==> src/rtl/hazard_fwd_scoreboard.sv <==
// Scoreboard-driven decode stall, EXE operand forwarding selects and stall-cycle counter.
// Build option: define HFS_FORWARD_EN to enable forwarding; otherwise dependents stall until WB.
module hazard_fwd_scoreboard #(
  parameter int  NSRC       = 2,
  parameter int  RW         = 4,
  parameter int  DEPTH      = 3,
  parameter int  LOAD_READY = 2,
  parameter int  CW         = 16,
  localparam int SW         = (DEPTH > 2) ? $clog2(DEPTH) : 1
) (
  input  logic                 clk,
  input  logic                 rst,
  input  logic                 id_valid,
  input  logic [NSRC*RW-1:0]   id_src,
  input  logic [NSRC-1:0]      id_src_use,
  input  logic [RW-1:0]        id_dest,
  input  logic                 id_wb_en,
  input  logic                 id_mem_r_en,
  input  logic                 flush,
  output logic                 stall,
  output logic [NSRC*SW-1:0]   fwd_sel,
  output logic [CW-1:0]        stall_cnt
);

  logic [DEPTH-1:0]   vld_q, vld_d;
  logic [DEPTH-1:0]   wb_q, wb_d;
  logic [DEPTH-1:0]   ld_q, ld_d;
  logic [RW-1:0]      dest_q [DEPTH];
  logic [RW-1:0]      dest_d [DEPTH];
  logic [NSRC*RW-1:0] src_q  [DEPTH];
  logic [NSRC*RW-1:0] src_d  [DEPTH];
  logic [NSRC-1:0]    use_q  [DEPTH];
  logic [NSRC-1:0]    use_d  [DEPTH];
  logic [CW-1:0]      cnt_q, cnt_d;
  logic               hazard;
  logic               issue;

  // Decode-stage hazard scan against every tracked producer
  always_comb begin
    hazard = 1'b0;
    for (int s = 0; s < NSRC; s++) begin
      for (int k = 0; k < DEPTH; k++) begin
        if (id_src_use[s] && vld_q[k] && wb_q[k] && (dest_q[k] == id_src[s*RW +: RW])) begin
`ifdef HFS_FORWARD_EN
          if (ld_q[k] && (k + 1 < LOAD_READY)) hazard = 1'b1;
`else
          if (k <= DEPTH - 2) hazard = 1'b1;
`endif
        end
      end
    end
  end

  assign stall = id_valid && !flush && hazard;
  assign issue = id_valid && !stall && !flush;

`ifdef HFS_FORWARD_EN
  // Scan oldest to youngest so the youngest eligible producer overwrites the select
  always_comb begin
    fwd_sel = '0;
    for (int s = 0; s < NSRC; s++) begin
      for (int k = DEPTH - 1; k >= 1; k--) begin
        if (vld_q[0] && use_q[0][s] && vld_q[k] && wb_q[k] &&
            (dest_q[k] == src_q[0][s*RW +: RW]) && !(ld_q[k] && (k < LOAD_READY))) begin
          fwd_sel[s*SW +: SW] = SW'(k);
        end
      end
    end
  end
`else
  logic unused_fwd;
  assign fwd_sel    = '0;
  assign unused_fwd = ^{src_q[0], use_q[0], ld_q, (LOAD_READY > 0)};
`endif

  always_comb begin
    vld_d     = {vld_q[DEPTH-2:0], issue};
    wb_d      = {wb_q[DEPTH-2:0], id_wb_en};
    ld_d      = {ld_q[DEPTH-2:0], id_mem_r_en};
    dest_d[0] = id_dest;
    src_d[0]  = id_src;
    use_d[0]  = id_src_use;
    for (int k = 1; k < DEPTH; k++) begin
      dest_d[k] = dest_q[k-1];
      src_d[k]  = src_q[k-1];
      use_d[k]  = use_q[k-1];
    end
    cnt_d = cnt_q;
    if (stall && (cnt_q != '1)) cnt_d = cnt_q + CW'(1);
  end

  always_ff @(posedge clk or negedge rst) begin
    if (!rst) begin
      vld_q <= '0;
      cnt_q <= '0;
    end else begin
      vld_q <= vld_d;
      cnt_q <= cnt_d;
    end
  end

  // Payload fields are only meaningful under vld_q, so they carry no reset
  always_ff @(posedge clk) begin
    wb_q <= wb_d;
    ld_q <= ld_d;
    for (int k = 0; k < DEPTH; k++) begin
      dest_q[k] <= dest_d[k];
      src_q[k]  <= src_d[k];
      use_q[k]  <= use_d[k];
    end
  end

  assign stall_cnt = cnt_q;

endmodule

==> config.mk <==
export PLATFORM = sky130hd
export DESIGN_NAME = hazard_fwd_scoreboard
export DESIGN_NICKNAME = d
export VERILOG_FILES = /design/src/rtl/hazard_fwd_scoreboard.sv
export SDC_FILE = /design/constraint.sdc
export NUM_CORES = 1
export LEC_CHECK = 0
export BUFFER_PORTS_ARGS = -buffer_cell sky130_fd_sc_hd__buf_4
export CORE_UTILIZATION = 53
export DETAILED_ROUTE_END_ITERATION = 12
export PLACE_DENSITY_LB_ADDON = 0.15
export SYNTH_ARGS = -nofsm -noshare
export SYNTH_HDL_FRONTEND = slang
export SYNTH_SLANG_ARGS = --single-unit
==> constraint.sdc <==
create_clock -name clk -period 3.2 [get_ports clk]
set_input_delay 0.16 -clock clk [delete_from_list [all_inputs] [get_ports clk]]
set_output_delay 0.16 -clock clk [all_outputs]
set_load 0.01 [all_outputs]
==> out/results.tsv <==
metric	value	unit
status	complete, no violations	
grt.total_usage	22.5	%
fp.dieH	51.8	µm
end_kind	output port	
required	3.04	ns
timing.final.crit_share	70.4	%
port_buffers	35	
placed_cells	181	
synthTopCellsByCount	dfrtp_1 (18), xnor2_1 (16), xor2_1 (13)	
synth.distinct_cells	27	
drt-initial-drc-count	11	
final_nets	185	
core	2280	µm²
fin_tns_setup	0	ns
fin_skew	0.00380	ns
hold_path.class	in2reg	
synth.most_common_cell	dfrtp_1	
grt_pass1_vias	986	
drc	0	
max_freq	0.444	GHz
cp-startpoint	dest_q[0][1]$_DFF_P_	
cts.path.max_buffers	2	
synth.avg_cell_area	10.9	µm²
insertion_delay	0.33	ns
yosys_warnings	0	
root_buffer	clkbuf_4	
grt_pass1_wl	4330	µm
syn_area	1310	µm²
ir_drop	0.000459	V
hpwl	1920	µm
drtAntennaViolNets	0	
p_leak	0.778	nW
seq_area_frac_synth	49.6	%
report.final.slew_viol_count	0	
tritoncts	built	
async_reset_ff_share	64.3	%
cts_buffers	3	
r2r-start	stall_cnt[3]$_DFFE_PN0P_	
clk_pin_slew_worst_paths	0.15	ns
finalHoldViolCount	0	
grt.overflow.total	0	
via_count	1001	
post-route-min-period	2.25	ns
yosys-top-cells-area	dfrtp_1 (34%), dfxtp_1 (15%), xnor2_1 (11%)	
die-area	2680	µm²
synth_top_area_cell	dfrtp_1	
cts.repair.resized	0	
finalSetupViolCount	0	
worstPathArrival	2.09	ns
finalWirelength	2590	µm
synthToLayoutAreaGrowth	29.5	%
start_util	57.7	%
cts_sinks	28	
ys_ff_latch	28	
wl_per_cell	13.6	µm
synth_edf_count	0	
yosysTopAreaCellShare	34.3	%
drive_gt1_share	27.0	%
dr.pass1.iters	4	
pwr_density_cell	398	nW/µm²
drv_cap	0	
worstPathMaxFanout	10	
crit_type	reg2out	
h-tree-depth	1	
final_cells	191	
rsz0062_at_grt	no	
io_pins	41	
num_rows	17	
synth_ff_type	dfrtp_1	
diodes	0	
grt_max_degree	19	
finalWorstSetupSlack	0.947	ns
gp_congestion	0.723	
final_util	74.7	%
syn_inst	120	
worstHoldStart	flush	
min_path_cells	4	
pre_cts_slack	1.07	ns
antenna_found_initial	0	
via_per_inst	5.24	
ff2ff_path_depth	6	
die_w	51.8	µm
crit_path_start_kind	flip-flop	
## report_power, final
group | leakage, nW | total (W) | switching (W) | internal (W)
registers | 0.328 | 0.000376 | 0.0000117 | 0.000364
clock network | 0.0279 | 0.000231 | 0.000104 | 0.000127
logic | 0.422 | 0.0000685 | 0.0000297 | 0.0000388
total | 0.778 | 0.000675 | 0.000146 | 0.000530
## repair_timing
action	4_1_cts	5_1_grt
hold buffers	6	0
endpoints found under the hold margin	23	0
buffers inserted	0	0
## stage by stage
step | power [W] | cell area, µm² | hold WS [ns]
2_1_floorplan | 0.000411 | 1320 | -0.136
4_1_cts | 0.000683 | 1700 | 0.140
3_5_place_dp | 0.000446 | 1590 | 0.0430
3_3_place_gp | 0.000442 | 1590 | 0.0405
5_1_grt | 0.000705 | 1700 | 0.159
6_report | 0.000675 | 1700 | 0.147
## layer usage
metal  vias to the layer above  wire, µm  global-route usage (%)
met5                         -         0                       0
li1                        501         -                       -
met1                       467      1170                    26.8
met3                         4       134                    5.26
met2                        29      1250                    39.8
met4                         0        31                    6.76
## layout by cell type, fill, tap and decap left out
cell           count
dlygate4sd3_1      6
nor3_1             1
ha_1               1
mux2i_1            1
a31oi_1            1
conb_1             4
bufinv_16          1
clkbuf_4           3
nand2_1            6
or4_1              2
a41oi_4            1
nor2b_1            2
nand3_1            8
a41oi_1            1
nand2b_1           1
nor2_1             9
or3_1              1
and3_1             4
dfrtp_1           18
inv_1              1
and4b_1            1
or4_4              2
xnor2_1           16
mux2_4             1
nand4_1           12
dfxtp_1           10
nand2_4            1
xor2_1            13
buf_4             35
## worst max-delay path: stages (launching register included)
cell	delay (ns)
dfxtp_1	0.40
xnor2_1	0.14
nand4_1	0.16
or4_4	0.46
a41oi_4	0.41
buf_4	0.20
## sequential cells by signal (all words and copies together), names as in the netlist
signal / cells
vld_q: 2
stall_cnt: 16
dest_q: 8
wb_q: 2
## final cells by class
type | count | area [µm²]
clock buffers | 3 | 22.5
flip-flops and latches | 28 | 651
multi-input cells | 89 | 634
clock inverters | 1 | 30.0
well taps | 28 | 35.0
fillers | 171 | 577
inverters | 1 | 3.75
repair buffers | 41 | 323
## cells by family (layout without fill, tap and decap cells)
| logic type | after synthesis | after routing | share of synthesized area, % |
|---|---|---|---|
| multiplexers | 2 | 2 | 1.91 |
| AO/OA/AOI/OAI | 3 | 3 | 3.24 |
| other | 1 | 4 | 0.286 |
| adder cells (fa/ha/maj) | 1 | 1 | 0.953 |
| buffers and inverters | 6 | 46 | 2.95 |
| AND/OR/NAND/NOR | 50 | 50 | 21.7 |
| XOR/XNOR | 29 | 29 | 19.4 |
| flip-flops | 28 | 28 | 49.6 |
## worst paths after layout
path	endpoint	slack (ns)
worst max-delay path	stall	0.95
worst max register to register	stall_cnt[1]$_DFFE_PN0P_	1.04
min in group asynchronous	stall_cnt[2]$_DFFE_PN0P_	0.21
worst min-delay path	stall_cnt[12]$_DFFE_PN0P_	0.15
worst min register to register	wb_q[1]$_DFF_P_	0.39
max in group asynchronous	stall_cnt[8]$_DFFE_PN0P_	2.79
Note: power is estimated with default switching activity, not from simulation.
